==> src/rtl/keypad_pkg.sv <==
// Shared types, key codes and small helpers for the 4x3 keypad scanner.
package keypad_pkg;

  localparam int unsigned NUM_ROWS = 4;
  localparam int unsigned NUM_COLS = 3;
  localparam int unsigned CODE_W   = 8;

  typedef enum logic [1:0] {
    ST_SCAN,
    ST_DEBOUNCE,
    ST_REPORT,
    ST_RELEASE
  } state_t;

  typedef logic [1:0] row_idx_t;
  typedef logic [1:0] col_idx_t;

  localparam logic [CODE_W-1:0] KEY_0    = 8'h00;
  localparam logic [CODE_W-1:0] KEY_1    = 8'h01;
  localparam logic [CODE_W-1:0] KEY_2    = 8'h02;
  localparam logic [CODE_W-1:0] KEY_3    = 8'h03;
  localparam logic [CODE_W-1:0] KEY_4    = 8'h04;
  localparam logic [CODE_W-1:0] KEY_5    = 8'h05;
  localparam logic [CODE_W-1:0] KEY_6    = 8'h06;
  localparam logic [CODE_W-1:0] KEY_7    = 8'h07;
  localparam logic [CODE_W-1:0] KEY_8    = 8'h08;
  localparam logic [CODE_W-1:0] KEY_9    = 8'h09;
  localparam logic [CODE_W-1:0] KEY_STAR = 8'h0A;
  localparam logic [CODE_W-1:0] KEY_HASH = 8'h0B;

  // Map a (row, column) position on the pad to the code the CPU reads.
  function automatic logic [CODE_W-1:0] key_code(input row_idx_t row, input col_idx_t col);
    logic [CODE_W-1:0] code;
    code = KEY_0;
    case ({row, col})
      4'b00_00: code = KEY_1;
      4'b00_01: code = KEY_2;
      4'b00_10: code = KEY_3;
      4'b01_00: code = KEY_4;
      4'b01_01: code = KEY_5;
      4'b01_10: code = KEY_6;
      4'b10_00: code = KEY_7;
      4'b10_01: code = KEY_8;
      4'b10_10: code = KEY_9;
      4'b11_00: code = KEY_STAR;
      4'b11_01: code = KEY_0;
      4'b11_10: code = KEY_HASH;
      default:  code = KEY_0;
    endcase
    return code;
  endfunction

  // Active-low column pattern expected when only the given column is pulled down.
  function automatic logic [NUM_COLS-1:0] col_pattern(input col_idx_t col);
    logic [NUM_COLS-1:0] pat;
    pat = '1;
    case (col)
      2'd0:    pat = 3'b110;
      2'd1:    pat = 3'b101;
      2'd2:    pat = 3'b011;
      default: pat = '1;
    endcase
    return pat;
  endfunction

endpackage

==> src/rtl/keypad_sync.sv <==
// Two-flop synchronizer for the asynchronous, pulled-up keypad column lines.
module keypad_sync
  import keypad_pkg::*;
(
  input  logic                clk,
  input  logic                reset,
  input  logic [NUM_COLS-1:0] raw,
  output logic [NUM_COLS-1:0] sync
);

  logic [NUM_COLS-1:0] meta;

  // Reset to all-ones so an idle (pulled-up) pad reads as no key.
  always_ff @(posedge clk) begin
    if (reset) begin
      meta <= '1;
      sync <= '1;
    end else begin
      meta <= raw;
      sync <= meta;
    end
  end

endmodule

==> src/rtl/keypad_scanner.sv <==
// 4x3 matrix keypad scanner: row scan, press/release debounce, code latch and CPU interrupt pulse.
module keypad_scanner
  import keypad_pkg::*;
#(
  parameter int unsigned SCAN_DIV     = 500,
  parameter int unsigned DEBOUNCE_CNT = 1_000_000,
  parameter int unsigned INT_WIDTH    = 4
) (
  input  logic              CLK,
  input  logic              RESET,
  input  logic              C,
  input  logic              A,
  input  logic              E,
  output logic              B,
  output logic              G,
  output logic              F,
  output logic              D,
  output logic [CODE_W-1:0] DATA,
  output logic              INTERRUPT
);

  localparam int unsigned DIV_W         = $clog2(SCAN_DIV);
  localparam int unsigned DB_W          = $clog2(DEBOUNCE_CNT + 1);
  localparam int unsigned PW_W          = $clog2(INT_WIDTH);
  localparam int unsigned SETTLE_CYCLES = 3;

  logic [NUM_COLS-1:0] cols;

  keypad_sync u_sync (
    .clk   (CLK),
    .reset (RESET),
    .raw   ({E, A, C}),
    .sync  (cols)
  );

  state_t              state_q, state_d;
  logic [DIV_W-1:0]    div_q, div_d;
  row_idx_t            row_q, row_d;
  col_idx_t            col_q, col_d;
  logic [DB_W-1:0]     db_q, db_d;
  logic [PW_W-1:0]     pw_q, pw_d;
  logic [CODE_W-1:0]   data_q, data_d;
  logic                int_q, int_d;
  logic [NUM_ROWS-1:0] rows_n_q, rows_n_d;

  logic     one_low_c;
  col_idx_t low_col_c;

  // Classify the synchronized columns: exactly one pulled low, and which one.
  always_comb begin
    one_low_c = 1'b1;
    low_col_c = 2'd0;
    case (cols)
      3'b110:  low_col_c = 2'd0;
      3'b101:  low_col_c = 2'd1;
      3'b011:  low_col_c = 2'd2;
      default: one_low_c = 1'b0;
    endcase
  end

  // Next-state and datapath update.
  always_comb begin
    state_d = state_q;
    div_d   = div_q;
    row_d   = row_q;
    col_d   = col_q;
    db_d    = db_q;
    pw_d    = pw_q;
    data_d  = data_q;
    int_d   = int_q;

    case (state_q)
      ST_SCAN: begin
        // Columns are only trusted once the newly driven row has settled through the synchronizer.
        if ((div_q >= DIV_W'(SETTLE_CYCLES)) && one_low_c) begin
          col_d   = low_col_c;
          db_d    = '0;
          state_d = ST_DEBOUNCE;
        end else if (div_q == DIV_W'(SCAN_DIV - 1)) begin
          div_d = '0;
          row_d = row_q + 2'd1;
        end else begin
          div_d = div_q + DIV_W'(1);
        end
      end

      ST_DEBOUNCE: begin
        if (cols != col_pattern(col_q)) begin
          div_d   = '0;
          state_d = ST_SCAN;
        end else if (db_q == DB_W'(DEBOUNCE_CNT - 1)) begin
          data_d  = key_code(row_q, col_q);
          int_d   = 1'b1;
          pw_d    = '0;
          state_d = ST_REPORT;
        end else begin
          db_d = db_q + DB_W'(1);
        end
      end

      ST_REPORT: begin
        if (pw_q == PW_W'(INT_WIDTH - 1)) begin
          int_d   = 1'b0;
          db_d    = '0;
          state_d = ST_RELEASE;
        end else begin
          pw_d = pw_q + PW_W'(1);
        end
      end

      ST_RELEASE: begin
        // Row stays held, so any other key on it also keeps the count from completing.
        if (cols != '1) begin
          db_d = '0;
        end else if (db_q == DB_W'(DEBOUNCE_CNT - 1)) begin
          div_d   = '0;
          row_d   = row_q + 2'd1;
          state_d = ST_SCAN;
        end else begin
          db_d = db_q + DB_W'(1);
        end
      end

      default: state_d = ST_SCAN;
    endcase

    rows_n_d = ~(NUM_ROWS'(1) << row_d);
  end

  always_ff @(posedge CLK) begin
    if (RESET) begin
      state_q  <= ST_SCAN;
      div_q    <= '0;
      row_q    <= '0;
      col_q    <= '0;
      db_q     <= '0;
      pw_q     <= '0;
      data_q   <= '0;
      int_q    <= 1'b0;
      rows_n_q <= 4'b1110;
    end else begin
      state_q  <= state_d;
      div_q    <= div_d;
      row_q    <= row_d;
      col_q    <= col_d;
      db_q     <= db_d;
      pw_q     <= pw_d;
      data_q   <= data_d;
      int_q    <= int_d;
      rows_n_q <= rows_n_d;
    end
  end

  assign B         = rows_n_q[0];
  assign G         = rows_n_q[1];
  assign F         = rows_n_q[2];
  assign D         = rows_n_q[3];
  assign DATA      = data_q;
  assign INTERRUPT = int_q;

endmodule

==> config.mk <==
export PLATFORM = sky130hd
export DESIGN_NAME = keypad_scanner
export DESIGN_NICKNAME = d
export VERILOG_FILES = /design/src/rtl/keypad_pkg.sv /design/src/rtl/keypad_sync.sv /design/src/rtl/keypad_scanner.sv
export SDC_FILE = /design/constraint.sdc
export NUM_CORES = 1
export LEC_CHECK = 0
export ABC_AREA = 1
export CAP_MARGIN = 20
export CORE_MARGIN = 8
export CORE_UTILIZATION = 48
export CTS_CLUSTER_DIAMETER = 30
export DETAILED_ROUTE_END_ITERATION = 10
export GPL_TIMING_DRIVEN = 0
export PLACE_DENSITY = 0.7
export SETUP_SLACK_MARGIN = 0.3
export SYNTH_ARGS = -nofsm -noshare
export SYNTH_HDL_FRONTEND = slang
export SYNTH_SLANG_ARGS = --single-unit
export TNS_END_PERCENT = 100
==> constraint.sdc <==
create_clock -name CLK -period 2.3 [get_ports CLK]
set_input_delay 0.46 -clock CLK [delete_from_list [all_inputs] [get_ports CLK]]
set_output_delay 0.46 -clock CLK [all_outputs]
set_load 0.02 [all_outputs]
### After elaboration in Yosys (flattened, before gate mapping)

Memory sizes are Yosys's and may differ from the RTL's. A register that Yosys moved wholly into a read port is not among the register bits.
Cells that the tools add are included.

| word-level totals | value |
|---|---|
| input port bits | 5 |
| register bits after elaboration | 56 |
| memory bits (read-only) | 64 |
| memories kept | 1 |
| logic and storage cells | 91 |
| output and inout bits | 13 |

| operators by class | value |
|---|---|
| eq/ne operators | 23 |
| reductions and logical operators | 13 |
| shift-type cells | 1 |
| add/sub/neg operators | 4 |
| bitwise operators | 2 |
| muxes and demuxes | 35 |
| $lt $le $gt $ge | 1 |

Memories:

| memory | depth | bits a word | read ports | clocked after Yosys merged registers in | write ports | RTL line | RTL |
|---|---|---|---|---|---|---|---|
| (name not given) | 16 | 4 | 1 | 1 | 0 | keypad_pkg.sv:35 | `case ({row, col})` |

Operator list:

| cell | count |
|---|---|
| two-way mux 20 bit | 5 |
| one-hot mux 20 bit (4 select lines) | 1 |
| two-way mux 9 bit | 5 |
| one-hot mux 9 bit (3 select lines) | 1 |
| two-way mux 2 bit | 12 |
| adder 20 x 1 -> 20 bit, second input constant | 1 |
| == test 20 bit, second input constant | 1 |
| != test 2 bit, second input constant | 9 |
| one-hot mux 2 bit (2 select lines) | 3 |
| AND reduction 5 bit | 2 |
| adder 9 x 1 -> 9 bit, second input constant | 1 |
| == test 9 bit, second input constant | 1 |
| greater-or-equal comparator 9 x 2 -> 1 bit, second input constant | 1 |
| one-hot mux 3 bit (3 select lines) | 1 |
| == test 2 bit, second input constant | 4 |
| one-hot mux 2 bit (4 select lines) | 1 |
| AND reduction 4 bit | 2 |
| == test 3 bit, second input constant | 2 |
| != test 3 bit, second input constant | 2 |
| AND reduction 3 bit | 2 |
| adder 2 x 1 -> 2 bit, second input constant | 2 |
| == test 2 x 1 -> 1 bit, second input constant | 2 |
| zero test 2 bit | 2 |
| two-way mux 1 bit | 4 |
| 12 further kinds | 12 |

### Logic depth before layout (Yosys ltp)

| depth | value |
|---|---|
| depth after elaboration | 8 |
| depth in mapped cells | 12 |
| depth with buffers taken out | 12 |

### By module

Synthesis repeated with hierarchy kept, for this count alone.

| unflattened totals | value |
|---|---|
| cell total of the unflattened synthesis | 519 |
| area total of the unflattened synthesis | 3344.5 um^2 |

By module, submodules not included:

| module | area each (um^2) | instances | cells each |
|---|---|---|---|
| keypad_scanner | 3175.5 | 1 | 500 |
| keypad_sync | 168.9 | 1 | 19 |

### Worst setup path before layout

No wires, ideal clock.

| path | value |
|---|---|
| kind | register to register |
| from | reg col_q[0] |
| to | reg db_q[15] |
| setup time | 118 ps |
| slack | 555 ps |
| stages on the path, launching flop included | 10 |
| path buffers | 1 |
| data arrival time | 1627 ps |
| period minus slack after synthesis | 1745 ps |
| path through | dfxtp_1 inv_1 ha_1 xor2_1 nand3_2 a21oi_4 nand2_4 buf_4 nor3_1 nor2_1 |

| on the way | value |
|---|---|
| word-level cells in the longest chain between the ends | 6 |
| elaborated cells between the ends (all ways) | 8 |

Ends and longest elaborated chain:

| item | RTL line | RTL |
|---|---|---|
| start, declared | keypad_scanner.sv:39 | `col_idx_t col_q, col_d;` |
| start signal, assigned | keypad_scanner.sv:145 | `col_q <= col_d;` |
| == test 2 bit, or another cell as far along | keypad_pkg.sv:57 | `case (col)` |
| one-hot mux 3 bit (3 select lines) * | keypad_pkg.sv:57 |  |
| two-way mux 3 bit * | keypad_scanner.sv:72 | `case (state_q)` |
| != test 3 bit * | keypad_scanner.sv:88 | `if (cols != col_pattern(col_q)) begin` |
| != test 2 bit (no line) * | n/a |  |
| AND reduction 3 bit (no line) * | n/a |  |
| end signal, assigned | keypad_scanner.sv:136 | `db_q <= '0;` |
| end signal, assigned | keypad_scanner.sv:146 | `db_q <= db_d;` |
| end, declared | keypad_scanner.sv:40 | `logic [DB_W-1:0] db_q, db_d;` |

Mark *: on every way between the ends. The rest lies on a longest branch, timed or not. The select of a mux whose other input is x is not followed.
A chain may end at the register's enable or synchronous reset.

### Worst setup path in the final report

| path | value |
|---|---|
| from | reg col_q[1] |
| to | reg db_q[3] |

Same word-level chain as after synthesis.

==> flow_summary.toml <==
[worst_setup_path]
rr_worst_depth = 9
cp-end-kind = "flop"
timing.rr.start = "col_q[1]$_SDFFE_PP0P_"
cp_slowest_cell = "dfxtp_4"
crit_chain = "inv_2 > ha_2 > xor2_2 > nand3_2 > a21oi_4 > nand2_4 > nor2_4 > nand3_1 > a21oi_1"
cp.required_ns = 2.54
max_stage_delay_ns = 0.37
critPathKind = "flop to flop"
timing.reg2reg.setup_slack_ns = 0.40
cp-start-kind = "flop"
rr_endpoint = "db_q[3]$_SDFFE_PP0P_"
crit_path_max_fanout = 7
worstPathArrival_ns = 2.14

[global_routing]
grtUsageMet3 = 0.0265
grt_overflow_total = 0
grt_pass1_wl_mm = 13.9
grt_max_degree = 16
track_usage = 0.168
met1_usage = 0.189
grt_pass1_vias = 3115
antenna_found_initial = 0
grt.busiest_layer = "met2"
met2_usage = 0.310

[synth]
syn-cell-area_um2 = 3340
synthesis.instances = 507
synth-seq-cells = 52
yosys.cell_types.count = 33
yosysWarnings = 0
ys_seq_area_frac = 0.312
synth_flop_cell = "dfxtp_1"
synth_area_per_cell_um2 = 6.58
synth_edf_count = 0
synth-async-reset-ratio = 0

[sta]
finalSetupTns_ns = 0
finalCritPeriodShare = 0.825
setup_viol = 0
fin_crit_ns = 1.90
fin_skew_ns = 0.00641
rsz0062_at_grt = "yes"
max_freq_ghz = 0.527
relSlewSlack = 0.606
slew_violations = 0
worst_slew_pin_slew_ns = 0.591
hold_viol = 0

[power]
p_leak_nw = 1.56
ir_worst_vdd_v = 0.000409
p_per_area_nw_per_um2 = 812

[die]
fp.coreArea_um2 = 6760
die_area_um2 = 9870
die_h_um = 99.4
dieWidth_um = 99.4
num_rows = 30
design.portCount = 18
initial_core_util = 0.494

[route]
drt_wl_total_mm = 8.03
routed-via-count = 3344
wl_per_cell_um = 13.0
drt-initial-drc-count = 221
drt-vias-per-instance = 5.40
postRouteAntennaNets = 0
route.detailed.drc = 0
drt_pass1_iterations = 7

[clock_network]
cts_inserted_buffers = 5
insertion_delay_ns = 0.30
clock-root-buffer = "clkbuf_8"
cts_tree = "built"
clk_pin_slew_ns = 0.09
cts_sinks = 52
cts.htree.levels = 2
clockBufferDepth = 2
cts_hold_buf = 0

[cells_and_area]
final_net_count = 555
areaGrowthSynthToFinish_pct = 14.6
antenna_cells = 0
final_cell_mix = "nand2_1, nor2_1, nand3_1"
drive_gt1_frac = 0.152
post-route-util = 0.566
fillers = 682
design_area_um2 = 3820
final_common_cell = "nand2_1"

[placement]
globalplace.congestion = 0.922
hpwl_mm = 5.98
portBuffers = 13
placed_area_um2 = 3580

[min_path]
hp-start = "u_sync.meta[1]$_SDFF_PP1_"
hold_path.class = "flop to flop"
worstHoldEndpoint = "u_sync.sync[1]$_SDFF_PP1_"
hold_depth = 1

[flow_run]
max-cap-violations = 0

[outcome]
status = "finished, final reports clean"
worst max-delay path: cells and delay by family, from the launching register on:
kind / cells / cell delay, ns
and+or+nand+nor: 4 / 0.59
AOI/OAI and AO/OA: 2 / 0.40
DFF: 1 / 0.37
adders and majority gates: 1 / 0.21
xor gates and xnor gates: 1 / 0.15
buffers and inverters: 1 / 0.10
worst max path at each step:
stage	start	to	slack, ns	depth (start not counted)
2_1_floorplan	col_q[0]$_SDFFE_PP0P_	db_q[15]$_SDFFE_PP0P_	0.55	9
3_3_place_gp	flop	db_q[1]$_SDFFE_PP0P_	0.17	11
3_5_place_dp	RESET	div_q[5]$_SDFFE_PP0P_	0.18	4
4_1_cts	col_q[0]$_SDFFE_PP0P_	db_q[15]$_SDFFE_PP0P_	0.30	9
5_1_grt	col_q[1]$_SDFFE_PP0P_	db_q[3]$_SDFFE_PP0P_	0.27	9
6_report	col_q[1]$_SDFFE_PP0P_	db_q[3]$_SDFFE_PP0P_	0.40	9
cell usage after synthesis (2+ instances only):
| library cell | instances | area, um^2 |
|---|---|---|
| dfxtp_1 | 52 | 1040 |
| o21ai_0 | 15 | 75.1 |
| inv_1 | 47 | 176 |
| nor3_1 | 16 | 80.1 |
| ha_1 | 12 | 150 |
| or2_2 | 6 | 37.5 |
| nand4_1 | 24 | 150 |
| o21ai_1 | 7 | 35.0 |
| a211oi_1 | 2 | 15.0 |
| xor2_1 | 9 | 78.8 |
| clkbuf_1 | 6 | 22.5 |
| nand3_1 | 50 | 250 |
| nand2_1 | 126 | 473 |
| nand2_2 | 6 | 37.5 |
| nor3b_1 | 2 | 15.0 |
| nor2_1 | 51 | 191 |
| nor2_4 | 3 | 33.8 |
| nand3_2 | 3 | 30.0 |
| nor2_2 | 5 | 31.3 |
| buf_4 | 7 | 52.6 |
| inv_2 | 6 | 22.5 |
| buf_2 | 2 | 10.0 |
| a21oi_1 | 33 | 165 |
| o21ai_2 | 3 | 26.3 |
| xnor2_1 | 4 | 35.0 |
| nand2_4 | 3 | 33.8 |
where the power goes:
group          switching (mW)  total [mW]  internal (mW)
Sequential             0.0771        1.08           1.00
Combinational           0.955        1.49          0.535
Clock                   0.297       0.538          0.241
Total                    1.33        3.11           1.78
kinds of logic (layout without fill, tap and decap cells):
group	count (synthesis)	in the layout	share of synthesized area
buf+inv	68	97	0.0851
other cells	1	4	0.00112
xor+xnor	13	13	0.0341
fa+ha+maj	12	12	0.0450
simple gates	298	298	0.419
compound gates	63	63	0.104
flops	52	52	0.312
state kept, by name (all words and copies together) (netlist names), named ones only:
register     flops
INTERRUPT        1
db_q            20
pw_q             2
div_q            9
row_q            2
u_sync.meta      3
state_q          1
DATA             4
u_sync.sync      3
col_q            2
rows_n_q         4
area by class of cell:
| cell class | count | area, um^2 | share of cell area |
|---|---|---|---|
| inverters | 53 | 205 | 0.0537 |
| clock inverters | 2 | 10.0 | 0.00262 |
| clock buffers | 6 | 82.6 | 0.0216 |
| repair buffers | 21 | 190 | 0.0498 |
| well taps | 80 | 100 | 0.0262 |
| multi-input cells | 390 | 2090 | 0.548 |
| flip-flops and latches | 52 | 1050 | 0.275 |
| plain buffers | 15 | 88.8 | 0.0232 |
layer usage:
layer	wire, um	up-vias
met2	4100	67
met5	0	-
li1	-	1716
met4	127	0
met3	344	8
met1	3460	1553
per-stage QoR:
stage / instances / power, mW / worst slack, ns / hold slack (ns)
5_1_grt: 619 / 3.36 / 0.266 / 0.438
3_5_place_dp: 603 / 2.41 / 0.179 / 0.402
2_1_floorplan: 510 / 2.08 / 0.555 / 0.389
3_3_place_gp: 603 / 2.39 / 0.166 / 0.402
4_1_cts: 613 / 3.00 / 0.303 / 0.426
6_report: 619 / 3.11 / 0.402 / 0.422
repair_timing:
item / in CTS / in global routing
resized for setup: 7 / 22
pin swaps: 3 / 9
endpoints found under the setup margin: 11 / 41
setup buffers: 2 / 6
Power figures use the tool's default switching activity.
